## src/rtl/wallace_multiplier_pipe.sv

```systemverilog
// Three-stage pipelined Wallace-tree multiplier (unsigned / two's complement per operand pair).
// Optional accumulate mode under WALLACE_MULTIPLIER_PIPE_ACC_EN; one global stall holds all stages.
module wallace_multiplier_pipe #(
    parameter int WIDTH = 8
) (
    input  logic                 clk,
    input  logic                 rst,
    input  logic                 in_valid,
    output logic                 in_ready,
    input  logic [WIDTH-1:0]     a,
    input  logic [WIDTH-1:0]     b,
    input  logic                 sgn,
`ifdef WALLACE_MULTIPLIER_PIPE_ACC_EN
    input  logic                 acc_en,
`endif
    output logic                 out_valid,
    input  logic                 out_ready,
    output logic [2*WIDTH-1:0]   product
);

    localparam int PW     = 2 * WIDTH;
    localparam int NR     = WIDTH + 1;   // WIDTH partial-product rows plus the correction row
    localparam int LEVELS = 8;           // 3:2 levels needed to bring 33 rows down to 2

    logic          stall, adv, accept;
    logic          s1_vld_q, s1_vld_d;
    logic [PW-1:0] pp_q [NR];
    logic [PW-1:0] pp_d [NR];
    logic          s2_vld_q, s2_vld_d;
    logic [PW-1:0] row0_q, row0_d, row1_q, row1_d;
    logic          out_vld_q, out_vld_d;
    logic [PW-1:0] product_q, product_d;
`ifdef WALLACE_MULTIPLIER_PIPE_ACC_EN
    logic          s1_acc_q, s1_acc_d, s2_acc_q, s2_acc_d;
`endif

    assign stall     = out_vld_q & ~out_ready;
    assign adv       = ~stall;
    assign in_ready  = adv;
    assign accept    = in_valid & adv;
    assign out_valid = out_vld_q;
    assign product   = product_q;

    // S1: Baugh-Wooley inverts bits where exactly one index is the sign position,
    // then adds 2^WIDTH + 2^(2*WIDTH-1) to fix up the signed weighting.
    always_comb begin : s1_comb
        logic [PW-1:0] row;
        row      = '0;
        s1_vld_d = adv ? in_valid : s1_vld_q;
        pp_d     = pp_q;
`ifdef WALLACE_MULTIPLIER_PIPE_ACC_EN
        s1_acc_d = accept ? acc_en : s1_acc_q;
`endif
        if (accept) begin
            for (int i = 0; i < WIDTH; i++) begin
                row = '0;
                for (int j = 0; j < WIDTH; j++) begin
                    row[i+j] = (a[j] & b[i]) ^ (sgn & ((i == WIDTH-1) ^ (j == WIDTH-1)));
                end
                pp_d[i] = row;
            end
            pp_d[WIDTH] = sgn ? ((PW'(1) << WIDTH) | (PW'(1) << (PW-1))) : '0;
        end
    end

    // S2: row-wise 3:2 compression per level until two rows remain.
    always_comb begin : s2_comb
        logic [PW-1:0] lvl [NR];
        logic [PW-1:0] nxt [NR];
        int n, m;
        lvl = pp_q;
        nxt = '{default: '0};
        n   = NR;
        m   = 0;
        for (int l = 0; l < LEVELS; l++) begin
            if (n > 2) begin
                nxt = '{default: '0};
                m   = 0;
                for (int k = 0; k < NR; k += 3) begin
                    if (k + 2 < n) begin
                        nxt[m]   = lvl[k] ^ lvl[k+1] ^ lvl[k+2];
                        nxt[m+1] = ((lvl[k] & lvl[k+1]) | (lvl[k] & lvl[k+2]) |
                                    (lvl[k+1] & lvl[k+2])) << 1;
                        m = m + 2;
                    end else begin
                        if (k < n) begin
                            nxt[m] = lvl[k];
                            m = m + 1;
                        end
                        if (k + 1 < n) begin
                            nxt[m] = lvl[k+1];
                            m = m + 1;
                        end
                    end
                end
                lvl = nxt;
                n   = m;
            end
        end
        s2_vld_d = adv ? s1_vld_q : s2_vld_q;
        row0_d   = row0_q;
        row1_d   = row1_q;
`ifdef WALLACE_MULTIPLIER_PIPE_ACC_EN
        s2_acc_d = (adv && s1_vld_q) ? s1_acc_q : s2_acc_q;
`endif
        if (adv && s1_vld_q) begin
            row0_d = lvl[0];
            row1_d = lvl[1];
        end
    end

    // S3: product only changes when a real result arrives, so it also serves as the accumulator.
    always_comb begin : s3_comb
        out_vld_d = adv ? s2_vld_q : out_vld_q;
        product_d = product_q;
        if (adv && s2_vld_q) begin
`ifdef WALLACE_MULTIPLIER_PIPE_ACC_EN
            product_d = row0_q + row1_q + (s2_acc_q ? product_q : '0);
`else
            product_d = row0_q + row1_q;
`endif
        end
    end

    always_ff @(posedge clk or posedge rst) begin
        if (rst) begin
            s1_vld_q  <= 1'b0;
            pp_q      <= '{default: '0};
            s2_vld_q  <= 1'b0;
            row0_q    <= '0;
            row1_q    <= '0;
            out_vld_q <= 1'b0;
            product_q <= '0;
`ifdef WALLACE_MULTIPLIER_PIPE_ACC_EN
            s1_acc_q  <= 1'b0;
            s2_acc_q  <= 1'b0;
`endif
        end else begin
            s1_vld_q  <= s1_vld_d;
            pp_q      <= pp_d;
            s2_vld_q  <= s2_vld_d;
            row0_q    <= row0_d;
            row1_q    <= row1_d;
            out_vld_q <= out_vld_d;
            product_q <= product_d;
`ifdef WALLACE_MULTIPLIER_PIPE_ACC_EN
            s1_acc_q  <= s1_acc_d;
            s2_acc_q  <= s2_acc_d;
`endif
        end
    end

endmodule
```

## config.mk

```make
export PLATFORM = sky130hd
export DESIGN_NAME = wallace_multiplier_pipe
export DESIGN_NICKNAME = d
export VERILOG_FILES = /design/src/rtl/wallace_multiplier_pipe.sv
export SDC_FILE = /design/constraint.sdc
export NUM_CORES = 1
export LEC_CHECK = 0
export CAP_MARGIN = 20
export CORE_UTILIZATION = 52
export CTS_CLUSTER_DIAMETER = 60
export CTS_CLUSTER_SIZE = 10
export DETAILED_ROUTE_END_ITERATION = 7
export PLACE_DENSITY = 0.71
export SYNTH_ARGS = -nofsm -noshare
export SYNTH_HDL_FRONTEND = slang
export SYNTH_SLANG_ARGS = --single-unit
```

## constraint.sdc

```tcl
create_clock -name clk -period 5.38 [get_ports clk]
set_input_delay 1.345 -clock clk [delete_from_list [all_inputs] [get_ports clk]]
set_output_delay 1.345 -clock clk [all_outputs]
set_load 0.05 [all_outputs]
```

== Yosys cells after proc, flatten, opt, wreduce, memory -nomap -nowiden ==
Index checks and enable logic that the tools add are counted.

* Flip-flop bits (word level): 130
* Input port bits: 21
* Output and inout bits: 18
* Logic and storage cells: 150

* Add/sub/neg operators: 1
* Muxes and demuxes: 1
* Bitwise logic cells: 131
* Reductions and logical operators: 2

{| class="wikitable"
|+ Operators by type and width
! kind !! number
|-
| $and A15 B15 Y15 || 11
|-
| $or A15 B15 Y15 || 10
|-
| $xor A16 B16 Y16 || 5
|-
| $and A1 B1 Y1 || 66
|-
| $and A10 B15 Y15 || 2
|-
| $and A14 B15 Y15 || 2
|-
| $add A16 B16 Y16 || 1
|-
| $mux W16 || 1
|-
| $xor A14 B16 Y16 || 1
|-
| $xor A15 B16 Y16 || 1
|-
| $xor A14 B15 Y15 || 1
|-
| $xor A1 B1 Y1 || 14
|-
| $and A11 B13 Y13 || 1
|-
| $and A12 B13 Y13 || 1
|-
| $or A12 B13 Y13 || 1
|-
| $or A13 B13 Y13 || 1
|-
| $xor A11 B13 Y13 || 1
|-
| $xor A12 B13 Y13 || 1
|-
| $and A11 B12 Y12 || 1
|-
| $xor A11 B12 Y12 || 1
|-
| $xor A10 B11 Y11 || 1
|-
| $and A8 B10 Y10 || 1
|-
| $and A9 B10 Y10 || 1
|-
| $or A10 B10 Y10 || 1
|-
| 6 further kinds || 8
|}

== Logic depth before layout (Yosys ltp) ==
* Depth after elaboration: 12
* Depth in mapped cells: 9

== Worst setup path after synthesis ==
Ideal clock, no wire load.

* Path kind: input to output
* From: in out_ready
* To: out in_ready
* Arrival: 1,685 ps
* Slack: 2,350 ps
* Stages on the path: 2
* Cells stage by stage: nand2b_1 > buf_12

* Word-level cells in the longest chain between the ends: 3

{| class="wikitable"
|+ RTL lines
! what !! line !! RTL
|-
| start: declaration || 17 || <nowiki>input logic out_ready,</nowiki>
|-
| $not A1 Y1 || 37 || <nowiki>assign stall = out_vld_q & ~out_ready;</nowiki>
|-
| $and A1 B1 Y1 || 37 ||
|-
| $not A1 Y1 || 38 || <nowiki>assign adv = ~stall;</nowiki>
|-
| end: declaration || 9 || <nowiki>output logic in_ready,</nowiki>
|}

No other way between the ends.

== Worst setup path in the final report ==
Ends and elaborated chain as after synthesis.

==> metrics.txt <==
Synth Flop Type=dfrtp_1; cts repair resizes=0; wire per inst=14.4 microns; crit-path max FO=8; Initial Util=0.540; hold_buf cts=0; worst hold slack=0.467 ns; Worst Setup End Kind=output pin; worst hold path type=flop to flop; total chip power=0.00366 W; Via density=5.08; syn avg cell area=10.0 sq um; CTS root buf=clkbuf_16; status=finished with violations; DR pass1 iterations=8; initial antenna violation count=0; synthesized instance count=621; crit start category=input pin; worst-skew pair later-pin latency=0.35 ns; DIE AREA=0.0124 sq mm; layout cell share with drive strength beyond 1=0.0392; total gr overflow=0; Design Area, Final=0.00690 sq mm; vias in the first global route=4112; Syn-to-layout area delta=10.9%; gr usage total=0.204; Synth area leader=dfrtp_1; I/O pin cnt=39; Die W=111 microns; final core utilization=0.599; post-DP HPWL=8170 microns; Distinct cells, synth=45; final wirelength=11300 microns; CTS max path bufs=2; final RePlAce weighted congestion=0.818; antenna cells=0; die height=111 microns; crit share post-route=0.806; failing checks=design-rule violations; max-cap viol count=0; post-synthesis sequential area ratio=0.447; syn_nets=714; first-pass GRT wire length=19900 microns; CTS tree=built; clk_skew=0.00791 ns; Yosys warning count=0; async set-reset flop share out of synthesis=1.00; clk sinks=111; Yosys top cell area share=0.447; Setup Fix Bufs, Post-CTS=0; pin count of the biggest net entering global routing=98; DRC viols=8; fin. max-slew vios=0; most frequent cells in the layout=160 x nand2_1, 111 x dfrtp_1, 70 x o21ai_1, 65 x inv_1, 39 x fa_1; Num CTS Buffers=9; # H-tree levels=3; ANT nets after route=0; Final min period=4.34 ns; P_leak=3.35 nW; top cells by area, synth=dfrtp_1 45%, fa_1 13%, nand2_1 9.7%; IO Port Bufs=38; reg-to-reg setup timing slack=2.42 ns; TNS Setup=0 ns; Mapped Area=0.00622 sq mm; Fillers=971; vias=3971; dpl cell area=0.00658 sq mm; Max IR drop VDD=0.206 mV; crit path kind=input pin to output pin; Fmax=0.231 GHz; Slew @ Worst Pin=0.924 ns; pwr/cell area=531 mW/mm^2; num rows=39; Starting DRT DRC Count=228; # setup viols final=0; CORE AREA=0.0115 sq mm; CTS clk-pin slew, worst paths=0.07 ns; Worst Path Required=4.03 ns; critical path arrival=2.99 ns; unrepaired setup endpoints after global routing=false; FF+latch count, synth=111; most common cell after layout, fill and taps aside=nand2_1; Post-synth EDFFs=0; max_slew headroom=0.384; Final #Nets=726; Hold Violations, Final=0
area by class of cell:
type                            instances  area [sq um]  area share
Clock buffer                           13           250      0.0363
Clock inverter                          3          18.8     0.00272
Inverter                               66           250      0.0363
Multi-Input combinational cell        403          2980       0.432
Sequential cell                       111          2780       0.403
Tap cell                              143           179      0.0259
Timing Repair Buffer                   42           438      0.0635
cell families after synthesis:
family                     after synthesis  synth area share
and+or+nand+nor                        191             0.127
AOI/OAI and AO/OA                       93            0.0827
muxes                                   27            0.0489
DFF                                    111             0.447
xor gates and xnor gates                20            0.0282
buffers and inverters                  107            0.0751
adders and majority gates               72             0.192
final timing paths:
| path | start | to | cells past startpoint |
|---|---|---|---|
| max | out_ready | in_ready | 3 |
| min | row0_q[4]$_DFFE_PP0P_ | product[4]$_DFFE_PP0P_ | 2 |
| max reg2reg | pp_q[56]$_DFFE_PP0P_ | row0_q[8]$_DFFE_PP0P_ | 7 |
| min reg2reg | row0_q[4]$_DFFE_PP0P_ | product[4]$_DFFE_PP0P_ | 2 |
| max in group asynchronous | rst | row0_q[6]$_DFFE_PP0P_ | 4 |
| min in group asynchronous | rst | product[4]$_DFFE_PP0P_ | 2 |
through the flow:
stage	setup slack, ns	cells
CTS	1.04	779
detailed placement	1.03	763
global placement	1.09	763
global route	0.989	781
floorplan	1.10	621
finish	1.04	781
critical path, stage by stage:
cell,delay (ns)
clkdlybuf4s50_1,0.45
nand2b_1,0.32
clkdlybuf4s50_1,0.87
power breakdown:
part	internal, W	switching [W]	leakage (nW)
Clock	0.000327	0.000285	0.134
Sequential	0.00109	0.000147	1.41
Combinational	0.000746	0.00106	1.81
Total	0.00216	0.00149	3.35
routing by layer:
layer | GRT usage | up-vias | wire length, microns | part of all wire
met2 | 0.319 | 63 | 5160 | 0.46
met1 | 0.294 | 1904 | 5620 | 0.50
met4 | 0.0631 | 0 | 138 | 0.012
li1 | - | 1994 | - | -
met5 | 0 | - | 0 | 0
met3 | 0.0343 | 10 | 364 | 0.032
cells in the mapped netlist (all sizes together), types with 4 or more instances:
library cell,number
nand2,162
dfrtp,111
o21ai,72
inv,66
fa,39
buf,33
ha,33
mux2,27
xor2,16
a21oi,8
clkbuf,8
nand3,5
nor2,5
xnor2,4
flip-flops by register name (all words and copies together), names as in the netlist:
signal / count
pp_q: 65
product: 16
row0_q: 16
row1_q: 11
out_valid: 1
s1_vld_q: 1
s2_vld_q: 1
Power figures use the tool's default switching activity.
